## config.mk

```make
export PLATFORM = sky130hd
export DESIGN_NAME = waterfall_scroller
export DESIGN_NICKNAME = d
export VERILOG_FILES = /design/src/rtl/waterfall_scroller.sv
export SDC_FILE = /design/constraint.sdc
export NUM_CORES = 1
export LEC_CHECK = 0
export ABC_CLOCK_PERIOD_IN_PS = 17200
export CORE_MARGIN = 4
export CORE_UTILIZATION = 38
export CTS_BUF_LIST = sky130_fd_sc_hd__clkbuf_4
export DETAILED_ROUTE_END_ITERATION = 8
export PLACE_DENSITY = 0.55
export SETUP_SLACK_MARGIN = 0.4
export SYNTH_ARGS = -nofsm -noshare
export SYNTH_HDL_FRONTEND = slang
export SYNTH_SLANG_ARGS = --single-unit
```

## constraint.sdc

```tcl
create_clock -name i_clk -period 17.2 [get_ports i_clk]
set_input_delay 3.44 -clock i_clk [delete_from_list [all_inputs] [get_ports i_clk]]
set_output_delay 3.44 -clock i_clk [all_outputs]
set_load 0.03 [all_outputs]
```

## src/rtl/waterfall_scroller.sv

```systemverilog
// Scrolling frame-buffer controller for the LCD waterfall display.
// Produces the frame-buffer read address for video readout. Every
// scroll_div+1 frames it copies one row of bins from the freq BRAM into the
// frame buffer during vertical blanking. It also clears the whole buffer
// after reset or on request.
//
// Bin read contract: the freq BRAM has a fixed one-cycle read latency and no
// handshake. While o_bin_rd_en is high, i_bin_rd_data in the following cycle
// holds the bin at the o_bin_rd_addr of the current cycle. Each frame-buffer
// write therefore trails its bin read by exactly one cycle. o_fb_wdata
// passes that data straight through during row writes.
module waterfall_scroller #(
    parameter int H_RES     = 320,
    parameter int V_RES     = 240,
    parameter int X_W       = 9,
    parameter int Y_W       = 8,
    parameter int FB_ADDR_W = 17,
    parameter int DATA_W    = 8,
    parameter int DIV_W     = 4
) (
    input  logic                 i_clk,
    input  logic                 i_reset,
    input  logic [X_W-1:0]       i_x,
    input  logic [Y_W-1:0]       i_y,
    input  logic                 i_lower_blank,
    input  logic [DIV_W-1:0]     i_scroll_div,
    input  logic                 i_scroll_dir,
    input  logic                 i_pause,
    input  logic                 i_clear_req,
    output logic                 o_bin_rd_en,
    output logic [X_W-1:0]       o_bin_rd_addr,
    input  logic [DATA_W-1:0]    i_bin_rd_data,
    output logic [FB_ADDR_W-1:0] o_fb_addr,
    output logic [DATA_W-1:0]    o_fb_wdata,
    output logic                 o_fb_we,
    output logic [Y_W-1:0]       o_top_row,
    output logic                 o_busy,
    output logic                 o_row_done,
    output logic [1:0]           o_dbg_state
);

    typedef enum logic [1:0] {
        S_CLEAR      = 2'd0,
        S_VIDEO      = 2'd1,
        S_WRITE_ROW  = 2'd2,
        S_WAIT_VIDEO = 2'd3
    } state_t;

    localparam int CNT_W = X_W + 1;
    localparam int SUM_W = Y_W + 1;
    localparam logic [FB_ADDR_W-1:0] FB_END   = FB_ADDR_W'(H_RES * V_RES);
    localparam logic [FB_ADDR_W-1:0] FB_H     = FB_ADDR_W'(H_RES);
    localparam logic [FB_ADDR_W-1:0] FB_ONE   = FB_ADDR_W'(1);
    localparam logic [CNT_W-1:0]     COL_H    = CNT_W'(H_RES);
    localparam logic [CNT_W-1:0]     COL_END  = CNT_W'(H_RES + 1);
    localparam logic [CNT_W-1:0]     COL_ONE  = CNT_W'(1);
    localparam logic [SUM_W-1:0]     SUM_V    = SUM_W'(V_RES);
    localparam logic [Y_W-1:0]       ROW_LAST = Y_W'(V_RES - 1);
    localparam logic [Y_W-1:0]       ROW_ONE  = Y_W'(1);
    localparam logic [DIV_W-1:0]     DIV_ONE  = DIV_W'(1);

    state_t                 r_state;
    state_t                 w_next;
    logic [FB_ADDR_W-1:0]   r_clr_addr;
    logic [CNT_W-1:0]       r_col;
    logic [Y_W-1:0]         r_top_row;
    logic [Y_W-1:0]         r_wr_row;
    logic [DIV_W-1:0]       r_frame_cnt;
    logic                   r_clear_pending;
    logic                   r_dir;
    logic                   r_fb_we;
    logic                   r_row_wr;
    logic [FB_ADDR_W-1:0]   r_fb_addr;
    logic                   r_bin_rd_en;
    logic [X_W-1:0]         r_bin_rd_addr;
    logic                   r_row_done;

    logic [SUM_W-1:0]       w_sum;
    logic [SUM_W-1:0]       w_wrapped;
    logic [FB_ADDR_W-1:0]   w_vid_addr;
    logic [CNT_W-1:0]       w_col_m1;
    logic [FB_ADDR_W-1:0]   w_wr_addr;
    logic [Y_W-1:0]         w_prev_row;
    logic [Y_W-1:0]         w_next_top;

    // y + top_row is always below 2*V_RES, so one conditional subtract wraps it.
    assign w_sum      = {1'b0, i_y} + {1'b0, r_top_row};
    assign w_wrapped  = (w_sum >= SUM_V) ? (w_sum - SUM_V) : w_sum;
    assign w_vid_addr = FB_ADDR_W'(w_wrapped[Y_W-1:0]) * FB_H + FB_ADDR_W'(i_x);

    // The write in progress is for the column read one cycle earlier.
    assign w_col_m1   = r_col - COL_ONE;
    assign w_wr_addr  = FB_ADDR_W'(r_wr_row) * FB_H + FB_ADDR_W'(w_col_m1);

    assign w_prev_row = (r_top_row == '0) ? ROW_LAST : (r_top_row - ROW_ONE);
    assign w_next_top = r_dir ? r_wr_row
                              : ((r_top_row == ROW_LAST) ? '0 : (r_top_row + ROW_ONE));

    // State register.
    always_ff @(posedge i_clk) begin
        if (i_reset) begin
            r_state <= S_CLEAR;
        end else begin
            r_state <= w_next;
        end
    end

    // Next-state logic. CLEAR and WRITE_ROW run one extra cycle so that busy
    // stays high for the whole time their registered writes are visible.
    always_comb begin
        w_next = r_state;
        case (r_state)
            S_CLEAR: begin
                if (r_clr_addr == FB_END) w_next = S_VIDEO;
            end
            S_VIDEO: begin
                if (i_lower_blank) begin
                    if (r_clear_pending)                 w_next = S_CLEAR;
                    else if (i_pause)                    w_next = S_WAIT_VIDEO;
                    else if (r_frame_cnt == i_scroll_div) w_next = S_WRITE_ROW;
                    else                                 w_next = S_WAIT_VIDEO;
                end
            end
            S_WRITE_ROW: begin
                if (r_col == COL_END) w_next = S_WAIT_VIDEO;
            end
            S_WAIT_VIDEO: begin
                if (!i_lower_blank) w_next = S_VIDEO;
            end
            default: w_next = S_CLEAR;
        endcase
    end

    // Datapath: clear sweep, scroll bookkeeping, row copy and registered outputs.
    always_ff @(posedge i_clk) begin
        if (i_reset) begin
            r_clr_addr      <= '0;
            r_col           <= '0;
            r_top_row       <= '0;
            r_wr_row        <= '0;
            r_frame_cnt     <= '0;
            r_clear_pending <= 1'b0;
            r_dir           <= 1'b0;
            r_fb_we         <= 1'b0;
            r_row_wr        <= 1'b0;
            r_fb_addr       <= '0;
            r_bin_rd_en     <= 1'b0;
            r_bin_rd_addr   <= '0;
            r_row_done      <= 1'b0;
        end else begin
            r_fb_we       <= 1'b0;
            r_row_wr      <= 1'b0;
            r_bin_rd_en   <= 1'b0;
            r_bin_rd_addr <= '0;
            r_row_done    <= 1'b0;
            r_fb_addr     <= w_vid_addr;
            case (r_state)
                S_CLEAR: begin
                    if (r_clr_addr != FB_END) begin
                        r_fb_we    <= 1'b1;
                        r_fb_addr  <= r_clr_addr;
                        r_clr_addr <= r_clr_addr + FB_ONE;
                    end else begin
                        r_top_row <= '0;
                    end
                end
                S_VIDEO: begin
                    if (i_lower_blank) begin
                        if (r_clear_pending) begin
                            r_clr_addr      <= '0;
                            r_clear_pending <= 1'b0;
                        end else if (!i_pause) begin
                            if (r_frame_cnt == i_scroll_div) begin
                                r_frame_cnt <= '0;
                                r_col       <= '0;
                                r_dir       <= i_scroll_dir;
                                r_wr_row    <= i_scroll_dir ? w_prev_row : r_top_row;
                            end else begin
                                r_frame_cnt <= r_frame_cnt + DIV_ONE;
                            end
                        end
                    end
                end
                S_WRITE_ROW: begin
                    if (r_col < COL_H) begin
                        r_bin_rd_en   <= 1'b1;
                        r_bin_rd_addr <= r_col[X_W-1:0];
                    end
                    if ((r_col != '0) && (r_col <= COL_H)) begin
                        r_fb_we   <= 1'b1;
                        r_row_wr  <= 1'b1;
                        r_fb_addr <= w_wr_addr;
                    end
                    if (r_col == COL_END) begin
                        r_row_done <= 1'b1;
                        r_top_row  <= w_next_top;
                    end else begin
                        r_col <= r_col + COL_ONE;
                    end
                end
                default: ;
            endcase
            if (i_clear_req) r_clear_pending <= 1'b1;
        end
    end

    assign o_bin_rd_en   = r_bin_rd_en;
    assign o_bin_rd_addr = r_bin_rd_addr;
    assign o_fb_addr     = r_fb_addr;
    assign o_fb_wdata    = r_row_wr ? i_bin_rd_data : '0;
    assign o_fb_we       = r_fb_we;
    assign o_top_row     = r_top_row;
    assign o_busy        = (r_state == S_CLEAR) || (r_state == S_WRITE_ROW);
    assign o_row_done    = r_row_done;
    assign o_dbg_state   = r_state;

endmodule
```

==> results of run 1 <==
## final timing paths
path                               start                           to  slack [ns]  cells after the start
max                               i_y[1]     o_fb_addr[16]$_SDFF_PP0_        8.30                     22
min          r_frame_cnt[1]$_SDFFE_PP0P_  r_frame_cnt[1]$_SDFFE_PP0P_        0.52                      2
max reg2reg    o_top_row[1]$_SDFFE_PP0P_     o_fb_addr[16]$_SDFF_PP0_       11.16                     21
min reg2reg  r_frame_cnt[1]$_SDFFE_PP0P_  r_frame_cnt[1]$_SDFFE_PP0P_        0.52                      2
## through the flow
stage	util	cells	hold slack, ns	setup slack (ns)	area, sq um
detailed placement	0.4506	965	0.4995	7.882	6824
global route	0.4630	982	0.5664	7.888	7013
global placement	0.4506	965	0.4954	8.042	6824
floorplan	-	717	0.4649	8.959	5849
CTS	0.4629	981	0.5173	8.321	7010
finish	0.4630	982	0.5222	8.299	7013
## registers in the layout, indices dropped and copies added (netlist names), 2 cells and up
register	count
r_clr_addr	17
o_top_row	8
o_bin_rd_addr	9
r_col	10
o_fb_addr	17
r_wr_row	8
r_frame_cnt	4
o_dbg_state	2
## kinds of logic after synthesis
group	synth area share
buffers and inverters	0.04150
multiplexers	0.003850
AND/OR/NAND/NOR	0.2599
AO/OA/AOI/OAI	0.1919
adder cells (fa/ha/maj)	0.1283
XOR/XNOR	0.09733
flip-flops	0.2772
## report_power, final
part           switching, mW  internal (mW)
combinational         0.0558         0.0413
clock                 0.0672         0.0769
sequential           0.00388          0.193
## layout make-up
type,count,area [sq um]
well taps,188,235.2
multi-input cells,572,3985
fillers,1515,8133
clock buffers,11,82.58
inverters,41,153.9
repair buffers,83,828.3
flip-flops and latches,81,1622
clock inverters,5,103.9
diodes,1,2.502
## routing by layer
metal,vias up,global-route usage
met1,2557,0.2300
met5,-,0
met2,161,0.3087
met4,0,0.05368
met3,28,0.03053
li1,2721,-
## cell usage after synthesis (all sizes together), types with 4 or more instances
cell / number
a211oi: 10
a21o: 6
a21oi: 36
a222oi: 13
a22oi: 5
a311oi: 6
and2: 18
and3: 8
clkbuf: 21
dfxtp: 81
fa: 5
ha: 52
inv: 41
nand2: 54
nand2b: 6
nand3: 23
nand4: 14
nor2: 100
nor2b: 11
nor3: 16
nor3b: 6
nor4: 7
nor4b: 4
nor4bb: 4
o211ai: 4
o21ai: 32
or2: 5
or3: 5
xnor2: 31
xor2: 34
## tightest hold or removal path, delay by kind of cell, from the launching register on
family	cells	cell delay (ns)
simple gates	1	0.07
compound gates	1	0.05
flops	1	0.37
==> impl_metrics.csv, run 1 <==
group,metric,value,unit
outcome,status,"completed",
clock_tree,clock_path_buffers,2,
synth,synthArstFlopShare,0,
timing,max_freq,0.1123,GHz
power,p_per_area,62.40,nW/um^2
place,dp_hpwl,12180,um
routing,routed_wirelength,15800,um
global_route,grt_antenna_before_repair,1,
setup_path,critical_path.startpoint_type,"primary input",
routing,firstDrtPassIters,5,
setup_path,critical_path.cell_chain,"clkdlybuf4s50_1 -> ha_1 -> a211oi_1 -> o21ai_1 -> xor2_1 -> ha_1 -> or4b_1 -> a21oi_1 -> a22oi_1 -> nor2_1 -> nor2_1 -> xnor2_1 -> ha_1 -> ha_1 -> a211oi_1 -> nor2_1 -> o311ai_1 -> and4_1 -> nand2_1 -> or4_1 -> o41a_1 -> nand2_1",
die,ios,83,
timing,final_max_slew_viol_count,0,
clock_tree,post_cts_buffers,0,
setup_path,required,17.59,ns
synth,yosys_warnings,0,
flow_run,cap_violations,0,
synth,avgSynthCellArea,8.158,sq um
clock_tree,cts_sinks,81,
die,die_w,132.1,um
synth,synth_cells,717,
setup_path,cp-end-kind,"register",
synth,yosysTopAreaCell,"dfxtp_1",
timing,setup_violations,0,
synth,synthTopCellsByArea,"dfxtp_1, ha_1, nor2_1",
clock_tree,clock_latency,0.45,ns
global_route,grt_pass1_wl,26280,um
global_route,grt_pass1_vias,5277,
timing,fin_crit_sh,0.5175,
synth,syn_area,5849,sq um
routing,met3WireLength,729,um
global_route,grt_max_degree,41,
synth,ys_seq_elements,81,
place,place_congestion,0.8668,
routing,first_iter_violations,409,
clock_tree,cts_resized,0,
die,dieArea,17440,sq um
setup_path,critPathTopFamily,"compound AO/OA/AOI/OAI gates",
global_route,grt_usage,0.1793,
clock_tree,clk_pin_slew,0.13,ns
synth,synth_cell_type_count,72,
place,io_buffers,82,
final_layout,layout_commonest_cell,"nor2_1",
die,core_area,15150,sq um
die,die_y,132.1,um
power,power,0.4376,mW
routing,m1WireLength,7210,um
routing,drc,0,
final_layout,final_nets,880,
synth,yosysSeqAreaShare,0.2772,
setup_path,cp_max_fo,7,
power,cellLeakagePower,2.766,nW
routing,ant_nets,0,
routing,wl_met2,7545,um
routing,dr.max_layer_used,"met4",
routing,post_drt_wl_per_cell,16.09,um
clock_tree,cts-hold-fix-buffers,0,
clock_tree,cts_buffers,9,
setup_path,slowest_stage,"clkdlybuf4s50_1",
die,num_rows,45,
final_layout,syn2layout_area_growth,19.89,%
setup_path,crit_type,"primary input to register",
routing,vias_per_cell,5.567,
die,initial_core_util,0.3862,
synth,ys.flop_type,"dfxtp_1",
timing,tns,0,ns
synth,synth-edff-count,0,
clock_tree,cts_root_buffer,"clkbuf_4",
clock_tree,htree_num_levels,3,
timing,hold_viol_final,0,
power,ir_worst_vdd,0.03824,mV
final_layout,layout-drive-gt1-share,0.04414,
synth,synthesis.nets,809,
setup_path,max_stage_delay,0.47,ns
timing,rsz0062_at_grt,"no",
synth,synth_top_area_frac,0.2772,
clock_tree,tritoncts,"built",
worst_hold_path,hold_class,"register to register",
setup_path,critPathBufInv,1,
setup_path,crit_path_frequent_cell,"ha_1",
routing,vias,5467,
timing,relSlewSlack,0.2728,
timing,finClkSkew,0.01814,ns
timing,period_needed,8.901,ns
global_route,overflow,0,
final_layout,layout_common_cells,"nor2_1, clkdlybuf4s50_1, dfxtp_1, nand2_1, ha_1",
timing,tightestPinTransition,1.084,ns
setup_path,cp_data_arrival_time,9.30,ns
Note: power is estimated with default switching activity, not from simulation.
==> inputs of run 2 (changes only) <==
ABC_CLOCK_PERIOD_IN_PS = 8500   (was 17200)
clock period = 8.5 ns   (was 17.2 ns; I/O delays follow)
==> run 2 against run 1 <==
Effect of this change:
- total power increased by 95%
- first-iteration DRC count shrank 9.3%
- register-to-register slack lost 8.8 ns
- flip-flop and latch count is the same
- worst hold slack better by 0.00077 ns
- critical path depth did not move
- final area is 0.36% lower
==> impl_metrics.csv, run 2 (same netlist as run 1, synthesis figures left out) <==
group,metric,value,unit
die,die_w,132.1,um
power,p_per_area,121.9,nW/um^2
timing,rsz0062_at_grt,"no",
clock_tree,clk_pin_slew,0.13,ns
timing,max_freq,0.1385,GHz
die,num_rows,45,
setup_path,cp_max_fo,7,
timing,period_needed,7.220,ns
place,io_buffers,82,
timing,tns,0,ns
clock_tree,cts_root_buffer,"clkbuf_4",
die,initial_core_util,0.3862,
setup_path,ff2ff_setup_slack,2.41,ns
final_layout,layout_commonest_cell,"nor2_1",
final_layout,layout_common_cells,"nor2_1, clkdlybuf4s50_1, dfxtp_1, nand2_1, ha_1",
clock_tree,post_cts_buffers,0,
timing,hold_viol_final,0,
setup_path,reg2reg_to,"o_fb_addr[16]$_SDFF_PP0_",
worst_hold_path,hold_class,"register to register",
clock_tree,cts_resized,0,
worst_hold_path,min_to,"r_wr_row[4]$_SDFFE_PP0P_",
outcome,status,"completed",
routing,vias_per_cell,5.544,
global_route,grt_antenna_before_repair,1,
timing,relSlewSlack,0.2699,
final_layout,layout-drive-gt1-share,0.04288,
timing,final_max_slew_viol_count,0,
routing,drc,0,
setup_path,slowest_stage,"clkdlybuf4s50_1",
final_layout,syn2layout_area_growth,19.47,%
timing,finClkSkew,0.01436,ns
global_route,grt_pass1_wl,26150,um
setup_path,cp_data_arrival_time,7.61,ns
setup_path,crit_type,"primary input to register",
die,die_y,132.1,um
global_route,grt_max_degree,41,
power,power,0.8520,mW
clock_tree,clock_latency,0.44,ns
setup_path,critical_path.startpoint_type,"primary input",
timing,setup_violations,0,
worst_hold_path,hold_depth,2,
global_route,overflow,0,
setup_path,critPathBufInv,1,
die,core_area,15150,sq um
setup_path,critPathTopFamily,"compound AO/OA/AOI/OAI gates",
worst_hold_path,min-delay-start,"r_wr_row[4]$_SDFFE_PP0P_",
clock_tree,cts_sinks,81,
place,place_congestion,0.8667,
final_layout,fillers,1510,
setup_path,max_stage_delay,0.47,ns
timing,tightestPinTransition,1.088,ns
place,dp_hpwl,12090,um
clock_tree,htree_num_levels,3,
setup_path,timing.rr.start,"o_top_row[1]$_SDFFE_PP0P_",
setup_path,cp-end-kind,"register",
setup_path,crit_cells,22,
power,ir_worst_vdd,0.06440,mV
setup_path,critical_path.cell_chain,"clkdlybuf4s50_1 -> ha_1 -> a211oi_1 -> o21ai_1 -> xor2_1 -> ha_1 -> or4b_1 -> a21oi_1 -> a22oi_1 -> nor2_1 -> nor2_1 -> xnor2_1 -> ha_1 -> ha_1 -> a211oi_1 -> nor2_1 -> o311ai_1 -> and4_1 -> nand2_1 -> or4_1 -> o41a_1 -> nand2_1",
die,dieArea,17440,sq um
clock_tree,tritoncts,"built",
die,ios,83,
flow_run,cap_violations,0,
setup_path,rr_worst_depth,21,
routing,first_iter_violations,371,
routing,ant_nets,0,
power,cellLeakagePower,2.749,nW
setup_path,required,8.89,ns
clock_tree,clock_path_buffers,2,
routing,vias,5444,
routing,firstDrtPassIters,6,
timing,fin_crit_sh,0.8494,
global_route,grt_pass1_vias,5264,
global_route,grt_usage,0.1784,
routing,routed_wirelength,15750,um
clock_tree,cts_buffers,9,
setup_path,crit_path_frequent_cell,"ha_1",
routing,post_drt_wl_per_cell,16.04,um
clock_tree,cts-hold-fix-buffers,0,
final_layout,final_nets,880,
-- run 2: cell types whose count changed in the layout (fill, tap and decap cells not counted) --
cell        delta
bufinv_16      -1
clkbuf_4       -2
clkinv_1       +1
clkinvlp_4     +1
inv_6          +1
-- run 2: through the flow --
| step | instance area (sq um) | hold WS [ns] | cells | util | setup slack [ns] |
|---|---|---|---|---|---|
| CTS | 6985 | 0.5187 | 981 | 0.4612 | 1.331 |
| global placement | 6824 | 0.4954 | 965 | 0.4506 | 1.082 |
| floorplan | 5849 | 0.4649 | 717 | - | 1.999 |
| finish | 6988 | 0.5230 | 982 | 0.4614 | 1.280 |
| detailed placement | 6824 | 0.4992 | 965 | 0.4506 | 0.8672 |
| global route | 6988 | 0.5678 | 982 | 0.4614 | 0.8539 |
-- run 2: metal layers --
metal  up-vias  track usage  share of wire
met4         0      0.06009          0.020
met3        23      0.02901          0.052
met1      2537       0.2309           0.45
met2       164       0.3022           0.48
met5         -            0              0
li1       2720            -              -
-- run 2: final cells by class --
class,instances,area (sq um),area share
Multi-Input combinational cell,572,3985,0.5703
Sequential cell,81,1622,0.2321
Timing Repair Buffer,83,828.3,0.1185
Tap cell,188,235.2,0.03366
Inverter,41,153.9,0.02202
Clock inverter,7,93.84,0.01343
Clock buffer,9,67.56,0.009669
Antenna cell,1,2.502,0.0003581
-- run 2: worst max-delay path by stage --
| stage | start | slack [ns] | end |
|---|---|---|---|
| finish | i_y[1] | 1.28 | o_fb_addr[16]$_SDFF_PP0_ |
| global route | i_y[1] | 0.85 | o_fb_addr[16]$_SDFF_PP0_ |
| CTS | i_y[1] | 1.33 | o_fb_addr[16]$_SDFF_PP0_ |
| detailed placement | i_y[1] | 0.87 | o_fb_addr[16]$_SDFF_PP0_ |
| global placement | i_y[1] | 1.08 | o_fb_addr[16]$_SDFF_PP0_ |
| floorplan | i_y[1] | 2.00 | o_fb_addr[16]$_SDFF_PP0_ |
-- run 2: power breakdown --
group	switching, mW	total, mW	leakage (nW)	internal (mW)
clock network	0.140	0.259	0.0840	0.119
registers	0.00743	0.397	0.654	0.390
logic	0.112	0.196	2.01	0.0834
total	0.260	0.852	2.75	0.592
-- run 2: worst reg2reg max path, stage by stage (launching register included) --
cell	delay, ns
dfxtp_1	0.61
ha_1	0.33
a211oi_1	0.39
o21ai_1	0.14
xor2_1	0.37
ha_1	0.37
or4b_1	0.45
a21oi_1	0.18
a22oi_1	0.14
nor2_1	0.14
nor2_1	0.08
xnor2_1	0.28
ha_1	0.33
ha_1	0.30
a211oi_1	0.37
nor2_1	0.12
o311ai_1	0.47
and4_1	0.30
nand2_1	0.09
or4_1	0.40
o41a_1	0.12
nand2_1	0.07
==> inputs of run 3 (changes only) <==
ABC_CLOCK_PERIOD_IN_PS = 5900   (was 8500)
PLACE_DENSITY = 0.57   (was 0.55)
clock period = 5.9 ns   (was 8.5 ns; I/O delays follow)
==> run 3 against run 2 <==
Effect of this change:
- register-to-register slack got worse by 1.6 ns
- via count rose by 3.7%
- total power rose by 42%
- sequential share of layout area fell by 1.8 points
- first-iteration DRC count fell by 5.4%
- clock skew rose by 0.0070 ns
- sequential power rose by 44%
- cell count rose by 4.6%
- combinational power rose by 79%
- critical endpoint unchanged
- largest power group unchanged
- highest routed layer unchanged
==> impl_metrics.csv, run 3 (same netlist as run 1, synthesis figures left out) <==
group,metric,value,unit
outcome,status,"completed",
timing,period_needed,5.395,ns
die,die_y,132.1,um
routing,first_iter_violations,351,
timing,final_max_slew_viol_count,0,
clock_tree,cts_buffers,9,
die,initial_core_util,0.3862,
timing,hold_viol_final,0,
setup_path,crit_path_start,"i_y[0]",
global_route,grt_max_degree,41,
setup_path,timing.rr.start,"o_top_row[1]$_SDFFE_PP0P_",
power,clock_power_share,0.236,
timing,fin_crit_sh,0.9145,
setup_path,required,6.27,ns
clock_tree,clk_pin_slew,0.12,ns
setup_path,ff2ff_setup_slack,0.80,ns
final_layout,layout_common_cells,"nor2_1, dfxtp_1, clkdlybuf4s50_1, nand2_1, buf_4",
global_route,overflow,0,
power,p_sw,0.3911,mW
timing,relSlewSlack,0.2609,
timing,rsz0062_at_grt,"no",
clock_tree,htree_num_levels,3,
place,dp_slack,-0.3103,ns
place,io_buffers,82,
die,dieArea,17440,sq um
setup_path,crit_type,"primary input to register",
clock_tree,clock_latency,0.44,ns
final_layout,layout_commonest_cell,"nor2_1",
timing,max_freq,0.1853,GHz
routing,vias_per_cell,5.495,
power,swShare,0.3237,
clock_tree,tritoncts,"built",
timing,tightestPinTransition,1.101,ns
power,p_int,0.8173,mW
power,ir_worst_vdd,0.07320,mV
clock_tree,cts_root_buffer,"clkbuf_4",
flow_run,cap_violations,0,
worst_hold_path,hold_class,"register to register",
routing,post_drt_wl_per_cell,16.50,um
routing,drc,0,
final_layout,layout.cells.non_filler,1027,
setup_path,cp_max_fo,3,
setup_path,cp_data_arrival_time,5.77,ns
global_route,grt_usage,0.1909,
die,core_area,15150,sq um
final_layout,layout-drive-gt1-share,0.1372,
timing,finClkSkew,0.02133,ns
clock_tree,cts_sinks,81,
clock_tree,cts-hold-fix-buffers,0,
die,ios,83,
global_route,grt_antenna_before_repair,1,
timing,setup_violations,0,
clock_tree,clock_path_buffers,2,
setup_path,critical_path.startpoint_type,"primary input",
power,seqPwrFrac,0.473,
routing,ant_nets,0,
final_layout,final_nets,925,
setup_path,cp-end-kind,"register",
place,dp.cells,1000,
routing,firstDrtPassIters,6,
power,p_per_area,159.6,nW/um^2
place,place_congestion,0.8744,
die,num_rows,45,
power,cellLeakagePower,2.964,nW
final_layout,syn2layout_area_growth,29.43,%
die,die_w,132.1,um
power,combinationalPowerShare,0.290,
global_route,grt_pass1_wl,27990,um
global_route,grt_pass1_vias,5694,
routing,vias,5643,
place,dp_hpwl,12830,um
worst_hold_path,min-delay-start,"r_frame_cnt[1]$_SDFFE_PP0P_",
routing,routed_wirelength,16950,um
timing,fin_ws,0.5047,ns
## run 3: cell types whose count changed in the layout (fill, tap and decap cells not counted), moves of 3 or more
cell	previous run	this run
buf_4	1	46
dlygate4sd2_1	0	4
nor2_1	99	96
a211oi_1	10	7
o21ai_0	28	25
clkdlybuf4s50_1	82	77
ha_1	52	40
a21oi_1	36	33
ha_4	0	12
## run 3: final timing paths
path / cells past startpoint / to
max: 24 / o_fb_addr[16]$_SDFF_PP0_
min: 2 / r_frame_cnt[1]$_SDFFE_PP0P_
max reg2reg: 22 / o_fb_addr[16]$_SDFF_PP0_
min reg2reg: 2 / r_frame_cnt[1]$_SDFFE_PP0P_
## run 3: cell type report
type / count / area (sq um)
clock inverter: 6 / 35.03
tap: 188 / 235.2
clock buffer: 10 / 75.07
fill: 1437 / 7575
inverter: 41 / 153.9
sequential: 81 / 1622
antenna: 1 / 2.502
timing repair buffer: 128 / 1156
multi-input combinational: 572 / 4292
## run 3: what timing repair did
action,in CTS,in global routing
buffers inserted,7,3
setup endpoints to repair,4,3
cloned,0,0
pin swaps,24,20
endpoints found under the hold margin,0,0
gates resized for setup,23,14
## run 3: routing by layer
layer	wire length [um]	global-route usage	up-vias
met4	363	0.06651	0
met5	0	0	-
met1	7495	0.2378	2620
met2	8203	0.3315	187
li1	-	-	2808
met3	885	0.03359	28
## run 3: per-stage QoR
stage / instance area (sq um) / hold slack (ns) / utilization / TNS (ns) / total power, mW
6_report: 7571 / 0.5149 / 0.4999 / 0 / 1.208
5_1_grt: 7571 / 0.5634 / 0.4999 / 0 / 1.273
4_1_cts: 7470 / 0.5260 / 0.4932 / 0 / 1.206
3_5_place_dp: 7238 / 0.5081 / 0.4779 / -0.7289 / 0.9158
3_3_place_gp: 7238 / 0.4965 / 0.4779 / -0.2264 / 0.9110
2_1_floorplan: 6001 / 0.4649 / - / 0 / 0.7890
## run 3: power by group through the flow
| stage | registers (mW) | logic, mW | clock network, mW |
|---|---|---|---|
| global placement | 0.584 | 0.327 | 0 |
| finish | 0.572 | 0.351 | 0.285 |
| global route | 0.575 | 0.384 | 0.314 |
| CTS | 0.572 | 0.341 | 0.292 |
| floorplan | 0.601 | 0.188 | 0 |
| detailed placement | 0.585 | 0.331 | 0 |
## run 3: worst max-delay path, stage by stage
cell and delay (ns):
dlygate4sd2_1 0.26, ha_4 0.19, fa_2 0.39, nand3_4 0.10
a21oi_4 0.07, nor2_4 0.14, ha_4 0.14, or4b_4 0.47
a21oi_4 0.14, a22oi_2 0.07, nor2_1 0.14, nor2_2 0.08
xnor2_2 0.21, buf_4 0.16, nor2b_2 0.16, ha_4 0.27
nor2b_2 0.16, or3b_4 0.41, o311ai_4 0.09, and4_1 0.24
nand2_1 0.07, or4_1 0.42, o41a_1 0.13, nand2_1 0.06
